File: src/rtl/multich_decimator_pkg.sv
// Shared types and limits for the multichannel decimator.
// Works with or without DECIMATOR_ACCUM_EN.
package multich_decimator_pkg;

    localparam int DECIM_MIN = 2;
    localparam int DECIM_MAX = 256;

    typedef enum logic {
        OUT_EMPTY = 1'b0,
        OUT_FULL  = 1'b1
    } out_state_t;

    function automatic bit decim_legal(input int decim);
        return (decim >= DECIM_MIN) && (decim <= DECIM_MAX);
    endfunction

endpackage

File: src/rtl/multich_decimator_chbank.sv
// Per-channel window state: counter, sticky last flag and, when DECIMATOR_ACCUM_EN
// is defined, the running accumulator. Presents the dump decision for the addressed channel.
module multich_decimator_chbank
    import multich_decimator_pkg::*;
#(
    parameter int DATA_W = 24,
    parameter int CH_W   = 3,
    parameter int DECIM  = 5,
    parameter int OUT_W  = DATA_W + $clog2(DECIM)
) (
    input  logic              clk_sys,
    input  logic              rst,
    input  logic              wr_en,
    input  logic [CH_W-1:0]   ch,
    input  logic [DATA_W-1:0] sample,
    input  logic              last,
    output logic              dump,
    output logic [OUT_W-1:0]  result,
    output logic              res_last
);

    localparam int NCH   = 2 ** CH_W;
    localparam int CNT_W = $clog2(DECIM);

    logic [CNT_W-1:0]  cnt_q [NCH];
    logic [CNT_W-1:0]  cnt_d [NCH];
    logic [NCH-1:0]    sticky_q;
    logic [NCH-1:0]    sticky_d;
    logic signed [OUT_W-1:0] sample_ext;
    logic signed [OUT_W-1:0] window_val;

    assign sample_ext = OUT_W'($signed(sample));
    assign dump       = (cnt_q[ch] == CNT_W'(DECIM - 1)) || last;
    assign res_last   = last || sticky_q[ch];
    assign result     = window_val;

`ifdef DECIMATOR_ACCUM_EN
    logic signed [OUT_W-1:0] acc_q [NCH];
    logic signed [OUT_W-1:0] acc_d [NCH];

    // Sum of up to DECIM samples always fits OUT_W bits, so no saturation is needed.
    assign window_val = acc_q[ch] + sample_ext;

    always_comb begin
        acc_d = acc_q;
        if (wr_en) begin
            acc_d[ch] = dump ? '0 : window_val;
        end
    end

    always_ff @(posedge clk_sys) begin
        if (rst) begin
            for (int i = 0; i < NCH; i++) begin
                acc_q[i] <= '0;
            end
        end else begin
            acc_q <= acc_d;
        end
    end
`else
    assign window_val = sample_ext;
`endif

    always_comb begin
        cnt_d    = cnt_q;
        sticky_d = sticky_q;
        if (wr_en) begin
            if (dump) begin
                cnt_d[ch]    = '0;
                sticky_d[ch] = 1'b0;
            end else begin
                cnt_d[ch]    = cnt_q[ch] + CNT_W'(1);
                sticky_d[ch] = sticky_q[ch] | last;
            end
        end
    end

    always_ff @(posedge clk_sys) begin
        if (rst) begin
            for (int i = 0; i < NCH; i++) begin
                cnt_q[i] <= '0;
            end
            sticky_q <= '0;
        end else begin
            cnt_q    <= cnt_d;
            sticky_q <= sticky_d;
        end
    end

endmodule

File: src/rtl/multich_decimator.sv
// Multichannel decimator with a single-entry registered output stage.
// Define DECIMATOR_ACCUM_EN to output window sums instead of the last sample of each window.
module multich_decimator
    import multich_decimator_pkg::*;
#(
    parameter int DATA_W = 24,
    parameter int CH_W   = 3,
    parameter int DECIM  = 5,
    localparam int OUT_W = DATA_W + $clog2(DECIM)
) (
    input  logic              s_axis_aclk,
    input  logic              s_axis_areset,
    input  logic [DATA_W-1:0] s_axis_tdata,
    input  logic              s_axis_tvalid,
    output logic              s_axis_tready,
    input  logic [CH_W-1:0]   s_axis_tuser,
    input  logic              s_axis_tlast,
    output logic [OUT_W-1:0]  m_axis_tdata,
    output logic              m_axis_tvalid,
    input  logic              m_axis_tready,
    output logic [CH_W-1:0]   m_axis_tuser,
    output logic              m_axis_tlast
);

    if (!decim_legal(DECIM)) begin : g_decim_range
        $error("multich_decimator: DECIM must be within 2..256");
    end

    out_state_t       state_q, state_d;
    logic [OUT_W-1:0] tdata_q, tdata_d;
    logic [CH_W-1:0]  tuser_q, tuser_d;
    logic             tlast_q, tlast_d;

    logic             accept;
    logic             dump;
    logic             dump_fire;
    logic [OUT_W-1:0] result;
    logic             res_last;

    assign m_axis_tvalid = (state_q == OUT_FULL);
    assign s_axis_tready = !m_axis_tvalid || m_axis_tready;
    assign accept        = s_axis_tvalid && s_axis_tready;
    assign dump_fire     = accept && dump;

    assign m_axis_tdata  = tdata_q;
    assign m_axis_tuser  = tuser_q;
    assign m_axis_tlast  = tlast_q;

    multich_decimator_chbank #(
        .DATA_W (DATA_W),
        .CH_W   (CH_W),
        .DECIM  (DECIM),
        .OUT_W  (OUT_W)
    ) u_chbank (
        .clk_sys  (s_axis_aclk),
        .rst      (s_axis_areset),
        .wr_en    (accept),
        .ch       (s_axis_tuser),
        .sample   (s_axis_tdata),
        .last     (s_axis_tlast),
        .dump     (dump),
        .result   (result),
        .res_last (res_last)
    );

    // A dump can only fire while the output is empty or being drained this cycle,
    // so loading on dump_fire never overwrites an unaccepted result.
    always_comb begin
        state_d = state_q;
        tdata_d = tdata_q;
        tuser_d = tuser_q;
        tlast_d = tlast_q;
        case (state_q)
            OUT_EMPTY: begin
                if (dump_fire) state_d = OUT_FULL;
            end
            OUT_FULL: begin
                if (m_axis_tready) state_d = dump_fire ? OUT_FULL : OUT_EMPTY;
            end
            default: state_d = OUT_EMPTY;
        endcase
        if (dump_fire) begin
            tdata_d = result;
            tuser_d = s_axis_tuser;
            tlast_d = res_last;
        end
    end

    always_ff @(posedge s_axis_aclk) begin
        if (s_axis_areset) begin
            state_q <= OUT_EMPTY;
            tdata_q <= '0;
            tuser_q <= '0;
            tlast_q <= 1'b0;
        end else begin
            state_q <= state_d;
            tdata_q <= tdata_d;
            tuser_q <= tuser_d;
            tlast_q <= tlast_d;
        end
    end

endmodule

File: config.mk
export PLATFORM = sky130hd
export DESIGN_NAME = multich_decimator
export DESIGN_NICKNAME = d
export VERILOG_FILES = /design/src/rtl/multich_decimator_pkg.sv /design/src/rtl/multich_decimator_chbank.sv /design/src/rtl/multich_decimator.sv
export SDC_FILE = /design/constraint.sdc
export NUM_CORES = 1
export LEC_CHECK = 0
export CAP_MARGIN = 15
export CORE_UTILIZATION = 40
export CTS_BUF_LIST = sky130_fd_sc_hd__clkbuf_16
export CTS_CLUSTER_SIZE = 10
export DETAILED_ROUTE_END_ITERATION = 10
export PLACE_DENSITY = 0.66
export SYNTH_ARGS = -nofsm -noshare
export SYNTH_HDL_FRONTEND = slang
export SYNTH_SLANG_ARGS = --single-unit
File: constraint.sdc
create_clock -name s_axis_aclk -period 8.05 [get_ports s_axis_aclk]
set_input_delay 2.0125 -clock s_axis_aclk [delete_from_list [all_inputs] [get_ports s_axis_aclk]]
set_output_delay 2.0125 -clock s_axis_aclk [all_outputs]
set_load 0.05 [all_outputs]
Word level (Yosys, flattened, before mapping)
Index checks and enable logic that the tools add are counted.
{ "totals": {"latch_bits": 0, "output_inout_bits": 33, "rom_bits": 0, "ram_bits": 0, "wordCells": 50, "register_bits": 61, "memories": 0, "input_bits": 32} }
{ "op_classes": {"bitwise": 7, "n_reduce_logical": 8, "n_eq_ne": 1, "shifts": 0, "n_lt_le_gt_ge": 4, "n_mux": 16, "n_div": 0, "mul": 0, "n_addsub": 1} }
{ "op_table": {"columns": ["operator", "count"], "rows": [
  ["24-bit bitwise AND", 1],
  ["24-bit bitwise mux", 1],
  ["24-bit 2-to-1 mux", 1],
  ["24-bit NOT", 1],
  ["3-bit binary-select mux with 3-bit select", 1],
  ["3-bit demux with 3-bit select", 1],
  ["3-bit 2-to-1 mux", 3],
  ["8-bit bitwise AND", 1],
  ["8-bit bitwise mux", 1],
  ["8-bit 2-to-1 mux", 1],
  ["8-bit NOT", 1],
  ["4-bit greater-or-equal comparator, second input constant", 1],
  ["1-bit logical AND", 4],
  ["3-bit by 4-bit < comparator with 1-bit output, second input constant", 1],
  ["4-bit by 1-bit < comparator with 1-bit output, second input constant", 1],
  ["1-bit 2-to-1 mux", 4],
  ["3-bit NOT with 4-bit output", 1],
  ["3-bit by 1-bit adder with 3-bit output, second input constant", 1],
  ["1-bit binary-select mux with 3-bit select", 1],
  ["1-bit demux with 3-bit select", 1],
  ["3-bit == test, second input constant", 1],
  ["3-bit by 1-bit greater-or-equal comparator with 1-bit output, second input constant", 1],
  ["1-bit logical OR", 3],
  ["1-bit case mux with 2 select lines", 1],
  ["other kinds (3)", 3]
]} }

Logic depth before layout (Yosys ltp)
{ "logic_depth": {"ltp_word": 10, "ltp_mapped": 12, "ltp_nobuf": 9} }

By module
A second synthesis with hierarchy kept.
{ "hier_totals": {"hier_cells": 348, "area_unflattened_um2": 3330.7} }
{ "modules_own_cells": {"columns": ["mod", "seq_area_each_um2", "area_each_um2", "instances", "cells_each"], "rows": [
  ["multich_decimator_chbank", 640.6, 1841.8, 1, 207],
  ["multich_decimator", 640.6, 1488.9, 1, 141]
]} }

Worst setup path after synthesis
OpenSTA, ideal clock, no wires.
{ "synth_path": {"kind": "input to output", "start": "in m_axis_tready", "end": "out s_axis_tready", "n_path_buf": 1, "setup_slack_ns": 3.267, "t_required_ns": 6.037, "t_arrival_ns": 2.771, "stages": 2, "path_cell_list": "nand2b_1 clkbuf_1"} }
{ "synth_via": {"elab_chain_cells": 1} }
{ "synth_rtl": {"columns": ["element", "line_no", "rtl"], "rows": [
  ["start, declared", "multich_decimator.sv:20", "input logic m_axis_tready,"],
  ["1-bit logical OR", "multich_decimator.sv:41", "assign s_axis_tready = !m_axis_tvalid || m_axis_tready;"],
  ["end, declared", "multich_decimator.sv:15", "output logic s_axis_tready,"]
]} }
Every way passes these cells.

Worst setup path after layout
Same ends and word-level chain as after synthesis.

==> impl_metrics.env <==
export IMPL_fin_nets=413
export IMPL_crit_fanout=13
export IMPL_ys_seq_area_frac=0.4253
export IMPL_setup_slack_ns=2.258
export IMPL_fin_tns_setup_ns=0
export IMPL_synthCells=339
export IMPL_cts_tree="yes"
export IMPL_cts_sinks=61
export IMPL_synth_ff_type="dfxtp_1"
export IMPL_hp_class="reg -> reg"
export IMPL_rsz0062_at_grt="no"
export IMPL_grt_overflow_total=0
export IMPL_numCtsBuffers=9
export IMPL_path_clk_slew_ns=0.05
export IMPL_status="finished clean"
export IMPL_ys_warnings_count=0
export IMPL_portBuffers=64
export IMPL_cts_setup_buffers=0
export IMPL_critPathKind="in -> out"
export IMPL_endpoint_kind="output pin"
export IMPL_p_per_area_mw_per_mm2=225.4
export IMPL_busiest_layer="met2"
export IMPL_gp_congestion=0.8044
export IMPL_wl_per_cell_um=16.08
export IMPL_arrival_ns=3.78
export IMPL_die_w_um=86.73
export IMPL_ys_top_cells_by_count="dfxtp_1, a21oi_1, nand3_1"
export IMPL_period_share=0.7195
export IMPL_slew_headroom=0.2122
export IMPL_reg2reg_depth=8
export IMPL_std_cell_rows=30
export IMPL_routed_wl_mm=7.702
export IMPL_antenna_found_initial=0
export IMPL_vias=2678
export IMPL_finClkSkew_ns=0.005843
export IMPL_drt_antenna_violating_nets=0
export IMPL_grt_pass1_vias=2370
export IMPL_min_period_ns=5.792
export IMPL_clk_latency_ns=0.33
export IMPL_postCtsHoldBufs=0
export IMPL_avgSynthCellArea_um2=8.471
export IMPL_met1_usage=0.2855
export IMPL_synth_edf_count=0
export IMPL_mappedNetlistNets=373
export IMPL_cap_violations=0
export IMPL_synthArstFlopShare=0
export IMPL_grt_usage=0.2097
export IMPL_fmax_mhz=172.6
export IMPL_drt_iter0_drc=164
export IMPL_worstMarginPinSlew_ns=1.178
export IMPL_n_antenna_cell=0
export IMPL_cts_root_buf="clkbuf_16"
export IMPL_finalSetupViolCount=0
export IMPL_p_leak_nw=1.258
export IMPL_cts_resized=0
export IMPL_io_pins=65
export IMPL_hold_path_depth=2
export IMPL_met2_usage=0.3175
export IMPL_syn_area_mm2=0.002872
export IMPL_cts_buffer_depth=2
export IMPL_first_pass_iters=4
export IMPL_dieArea_mm2=0.007521
export IMPL_hpwlAfterDp_mm=4.758
export IMPL_ys_ff_latch=61
export IMPL_grt_pass1_wl_mm=12.05
export IMPL_start_util=0.4180
export IMPL_drc=0
export IMPL_coreArea_mm2=0.006869
export IMPL_synth_distinct_cells=37
export IMPL_use_met3=0.04286
export IMPL_grt_max_degree=62
export IMPL_ir_drop_v=0.0001030
export IMPL_drive_gt1_frac=0.07311
export IMPL_total_power_w=0.0008488
export IMPL_die_h_um=86.73
export IMPL_synthTopCellsByArea="dfxtp_1, a21oi_1, nand3_1"
export IMPL_final_max_slew_viol_count=0
export IMPL_syn_to_final_growth_pct=31.11
export IMPL_htree_levels=3
export IMPL_final_hold_viol_count=0
export IMPL_start_kind="primary input"
export IMPL_yosys_area_top_type="dfxtp_1"
export IMPL_drt_vias_per_instance=5.591
export IMPL_yosysMostFrequentCell="dfxtp_1"
export IMPL_netlist_area_leader_share=0.4253
export IMPL_pre_cts_slack_ns=2.190
export IMPL_critPathRequiredTime_ns=6.04
critical path, cell delays in order:
cell and delay [ns]:
clkdlybuf4s50_1 0.45, nand2b_1 0.42, clkdlybuf4s50_1 0.90
stage by stage:
stage	utilization	cells	instance area, um2	hold WS [ns]
finish	0.5481	479	3765	0.4503
CTS	0.5481	479	3765	0.4571
global placement	0.5038	464	3461	0.4415
detailed placement	0.5038	464	3461	0.4473
floorplan	-	339	2872	0.4315
global route	0.5481	479	3765	0.4782
state kept, by name (all words and copies together) (netlist names):
| signal | cells |
|---|---|
| u_chbank.sticky_q | 8 |
| m_axis_tlast | 1 |
| u_chbank.cnt_q | 24 |
| m_axis_tvalid | 1 |
| m_axis_tuser | 3 |
| m_axis_tdata | 24 |
per-layer routing:
metal,vias to the layer above,share of wire
met2,69,0.46
met5,-,0
li1,1314,-
met3,17,0.047
met4,0,0.024
met1,1278,0.47
final timing paths:
check	slack [ns]	end	start
setup / recovery	2.26	s_axis_tready	m_axis_tready
hold reg to reg	0.45	u_chbank.cnt_q[15]$_SDFFE_PP0P_	u_chbank.cnt_q[15]$_SDFFE_PP0P_
setup reg to reg	5.02	m_axis_tlast$_SDFFE_PP0P_	u_chbank.cnt_q[3]$_SDFFE_PP0P_
hold / removal	0.45	u_chbank.cnt_q[15]$_SDFFE_PP0P_	u_chbank.cnt_q[15]$_SDFFE_PP0P_
cells by family after synthesis:
kind of cell	after synthesis	synth area share
buf+inv	40	0.06710
compound gates	101	0.2283
mux	12	0.06187
simple gates	123	0.2087
fa+ha+maj	2	0.008713
flops	61	0.4253
where the power goes:
part,internal [W],total [W],switching [W]
sequential,0.000313,0.000319,0.00000570
clock,0.000266,0.000395,0.000130
combinational,0.0000467,0.000134,0.0000874
total,0.000626,0.000849,0.000223
layout make-up:
class / instances / area, um2
Fill cell: 653 / 3104
Multi-Input combinational cell: 238 / 1458
Sequential cell: 61 / 1221
Timing Repair Buffer: 66 / 650.6
Clock buffer: 9 / 225.2
Tap cell: 96 / 120.1
Clock inverter: 6 / 78.83
Inverter: 3 / 11.26
cells in the final DEF (no fill, tap or decap), types with 3 or more instances in the layout:
cell type and n:
a211oi_1 8, a21oi_1 47, a22oi_1 7, and3_1 3, clkbuf_16 9, clkdlybuf4s50_1 63, clkinv_2 3, dfxtp_1 61
inv_1 3, mux2_2 3, mux2i_1 4, mux4_2 4, nand2_1 20, nand2b_1 3, nand3_1 46, nand4_1 4
nand4b_1 3, nor2_1 30, nor2b_1 4, nor3_1 3, o211ai_1 27, o21ai_0 5
Note: power is estimated with default switching activity, not from simulation.
